===== src/rtl/bvshl_sle_witness_checker_pkg.sv =====
// bvsle_pkg: shared state encoding, default width and shift helper for the witness checker
package bvsle_pkg;

    typedef enum logic [1:0] {IDLE, CHECK, SWEEP, DONE} state_t;

    localparam int W_DEF = 4;

    // Left shift of a w-bit value; any shift amount of w or more yields zero.
    function automatic logic [7:0] bvshl_w(input logic [7:0] x, input logic [7:0] s, input int w);
        logic [7:0] mask;
        mask = 8'((16'd1 << w) - 16'd1);
        return (int'(s) >= w) ? 8'd0 : ((x << s) & mask);
    endfunction

endpackage


===== src/rtl/bvshl_sle_eval.sv =====
// bvshl_sle_eval: combinational test of (x << s) <=s t at width W
module bvshl_sle_eval
    import bvsle_pkg::*;
#(
    parameter int W = W_DEF
) (
    input  logic [W-1:0] x,
    input  logic [W-1:0] s,
    input  logic [W-1:0] t,
    output logic         sat
);
    logic [W-1:0] sh;

    assign sh  = W'(bvshl_w(8'(x), 8'(s), W));
    assign sat = $signed(sh) <= $signed(t);
endmodule


===== config.mk =====
export PLATFORM = sky130hd
export DESIGN_NAME = bvshl_sle_eval
export DESIGN_NICKNAME = d
export VERILOG_FILES = /design/src/rtl/bvshl_sle_witness_checker_pkg.sv /design/src/rtl/bvshl_sle_eval.sv
export SDC_FILE = /design/constraint.sdc
export NUM_CORES = 1
export LEC_CHECK = 0
export BUFFER_PORTS_ARGS = -buffer_cell sky130_fd_sc_hd__buf_2
export CAP_MARGIN = 20
export CORE_AREA = 4 4 41 43
export DETAILED_ROUTE_END_ITERATION = 7
export DIE_AREA = 0 0 45 47
export PLACE_DENSITY = 0.33
export SLEW_MARGIN = 25
export SYNTH_ARGS = -nofsm -noshare
export SYNTH_HDL_FRONTEND = slang
export SYNTH_SLANG_ARGS = --single-unit
export TNS_END_PERCENT = 50

===== constraint.sdc =====
create_clock -name vclk -period 1.8
set_input_delay 0.18 -clock vclk [all_inputs]
set_output_delay 0.18 -clock vclk [all_outputs]
set_load 0.1 [all_outputs]

# Word-level counts from Yosys, hierarchy flattened

Cells that the tools add are included.

Flip-flop bits (word level): 0
Bits in latches: 0
Bits in writable memories: 0
Memory bits (read-only): 0
Input bits: 12
Logic and storage cells: 4
Memories: 0

Add/sub/neg operators: 0
Multiply operators: 0
Div/mod/pow operators: 0
$lt $le $gt $ge: 2
Equality and inequality tests: 0
Shift operators: 1
Mux-type cells: 1
Bitwise gates (word level): 0
Reduce and logical (&&, ||, !) cells: 0

Operator list:

| kind               | count |
|---|---|
| $ge 4x3->1 const B | 1 |
| $le 4x4->1         | 1 |
| $mux 4             | 1 |
| $shl 4x4->4        | 1 |

# Logic depth before layout (Yosys ltp)

Word-level depth: 3
Depth in mapped cells: 7

# Least setup slack after synthesis

Ideal clock, no wire load.

Path type: input-to-output
Start: input port x[2]
End: output port sat
Arrival: 2931 ps
Required time: 1620 ps
Slack: -1311 ps
Stages: 7
Buffers on the path: 0
Path through: nor2b_1 > a211oi_1 > a2111oi_2 > ha_1 > a211oi_1 > o21ai_0 > a31oi_1

Word-level cells in the longest chain between the ends: 3

Ends and longest elaborated chain:

| element            | RTL line                            | source |
|---|---|---|
| start: declaration | bvshl_sle_eval.sv:7                 | `input logic [W-1:0] x,` |
| $shl 4x4->4        | bvshl_sle_witness_checker_pkg.sv:12 | `return (int'(s) >= w) ? 8'd0 : ((x << s) & mask);` |
| $mux 4             | bvshl_sle_witness_checker_pkg.sv:12 |  |
| $le 4x4->1         | bvshl_sle_eval.sv:15                | `assign sat = $signed(sh) <= $signed(t);` |
| end: declaration   | bvshl_sle_eval.sv:10                | `output logic sat` |

Every way passes these cells.

# Final worst setup path

Start: input port s[0]
End: output port sat

Word-level cells in the longest chain between the ends: 3

Ends and longest elaborated chain:

| element                                   | RTL line                            | source |
|---|---|---|
| start: declaration                        | bvshl_sle_eval.sv:8                 | `input logic [W-1:0] s,` |
| $ge 4x3->1 or $shl 4x4->4 (tied branches) | bvshl_sle_witness_checker_pkg.sv:12 |  |
| $mux 4 *                                  | bvshl_sle_witness_checker_pkg.sv:12 |  |
| $le 4x4->1 *                              | bvshl_sle_eval.sv:15                |  |

Mark *: on every way between the ends. The rest lies on a longest branch, timed or not.

==> metrics <==
Initial Utilization 14.4%; DRT Pass-1 Iters 1; most frequent cells in the layout buf_2, buf_4, inv_1, a211oi_2, ha_1; slowest stage delay, CP 310 ps; Critical Path AT 1700 ps; top routing layer used met3; min Tclk post-route 1880 ps; Max Cap Violations 0; Die ar. 2120 sq um; Final ANT Viol Nets 0; Synth top area share 26.7%; fill count 157; largest net degree at the start of global routing 7; worst slack at placement -218 ps; Final Max Tran Viols 0; Post-Synth Adder-Cell Area 26.7%; routability cong. 0.629; Hold Vio Cnt, Final 0; type of the most critical hold path in -> out; final wirelength 601 microns; Synth Instances 24; element type at the critical path end primary output; GR Overflow Total 0; worst endpoint required time 1620 ps; status finished, violations left; first-pass GRT wire length 1090 microns; post-synthesis xor/xnor area fraction 0%; footprint of the multi-input gates 244 sq um; Die X 45 microns; max_slew headroom 78.0%; Fmax 0.532 GHz; Via Count 238; Static Leakage 0.000182 uW; overall power 126 uW; Worst Path Class, Setup in -> out; drt drc 0; met2 wire len 307 microns; Routed met1 length 268 microns; violated checks setup timing; row cnt 13; vias per cell 4.10; Synth Area in Simple Gates 28.0%; Slew @ Worst Pin 330 ps; Placeable Area 1300 sq um; layout cells sized above 1 74.4%; Top delay family on crit path compound AO/OA/AOI/OAI gates; Seq/Total Area, Yosys 0%; vias in the first global route 260; net count after synthesis 40; worst vdd ir 0.114 mV; count of input and output buffers 13; Synth Warn # 0; CP startpoint kind input pin; P&R area growth vs syn 118%; Ports 13; GR Util All Layers 6.38%; post-synthesis mux area share 5.33%; most common cell after layout, fill and taps aside buf_2; final worst slack -81.1 ps; nets@finish 61; Sequential Area 0 sq um; synth unique cells 15; RSZ-0062 raised after global routing true; Setup-failing EPs final 1; CP cell instances buf_8 > nand2b_4 > a2111oi_4 > ha_1 > a211oi_2 > o21ai_2 > a31oi_4 > buf_12; Syn Std Cell Area 188 sq um; initial antenna violation count 0; complex-gate fraction of the synthesized area 34.0%; drt wl/cell 10.4 microns; WP buf/inv 2; number of clock-tree buffers in the layout 0; post-DP HPWL 540 microns; die height 47 microns; CTS Hold Bufs 0; Power Density 308 nW/um^2; largest family of logic cells by synthesized area compound AO/OA/AOI/OAI gates; CP Max Fanout 6; final period utilization 105%; flip-flop and latch count 0; Avg Inst Size Synth 7.82 sq um; cell taking the most area after synthesis ha_1; synth top area cells ha_1, a2111oi_2, a211oi_1, nor2b_1, inv_1; ANT cells 0; initial DRC count 0; routed wl met3 25 microns; slowest cell on the critical path ha_1
[cell type report]
| cell class | count | area share [%] |
|---|---|---|
| multi-input cells | 21 | 59.6 |
| repair buffers | 19 | 33.0 |
| well taps | 15 | 4.59 |
| inverters | 3 | 2.75 |
[routing by layer]
layer  up-vias  track usage [%]
li1        130                -
met5         -                0
met2         4             10.5
met4         0                0
met3         0            0.383
met1       104             9.71
[stage by stage]
| step | area, sq um | std cells | util [%] | hold slack, ps | setup TNS, ps |
|---|---|---|---|---|---|
| after floorplan | 228 | 24 | - | 876 | -242 |
| after global placement | 364 | 57 | 28.0 | 946 | -206 |
| after detailed placement | 364 | 57 | 28.0 | 958 | -218 |
| after CTS | 400 | 58 | 30.8 | 937 | -85.4 |
| after global routing | 409 | 58 | 31.4 | 955 | -163 |
| final | 409 | 58 | 31.4 | 933 | -81.1 |
[cells in the mapped netlist]
library cell and count:
a31oi_1 1, nand2_1 1, a211oi_1 3, ha_1 4, and2b_2 1, o21ai_0 1, nor3_1 1, a2111oi_2 2
inv_1 3, nor2_1 1, nand2b_1 1, nand3b_1 1, nor2b_1 2, nand3_1 1, mux2i_1 1
[power by group]
part | switching [uW] | internal (uW)
Clock | 0 | 0
Combinational | 66.2 | 59.9
Sequential | 0 | 0
Total | 66.2 | 59.9
[timing repair]
| action | in CTS | in global routing |
|---|---|---|
| endpoints found under the setup margin | 1 | 1 |
| cloned | 0 | 0 |
| pin swaps | 7 | 0 |
| setup buffers | 1 | 0 |
| gates resized for setup | 8 | 2 |
[logic make-up (layout without fill, tap and decap cells)]
logic type / Yosys count / after routing
AND/OR/NAND/NOR: 9 / 9
AO/OA/AOI/OAI: 7 / 7
adder cells (fa/ha/maj): 4 / 4
buffers and inverters: 3 / 22
multiplexers: 1 / 1
[final timing paths]
check / start / end / slack (ps) / cells after the start
worst max-delay path: s[0] / sat / -80 / 8
worst min-delay path: t[3] / sat / 930 / 5
Power figures use the tool's default switching activity.
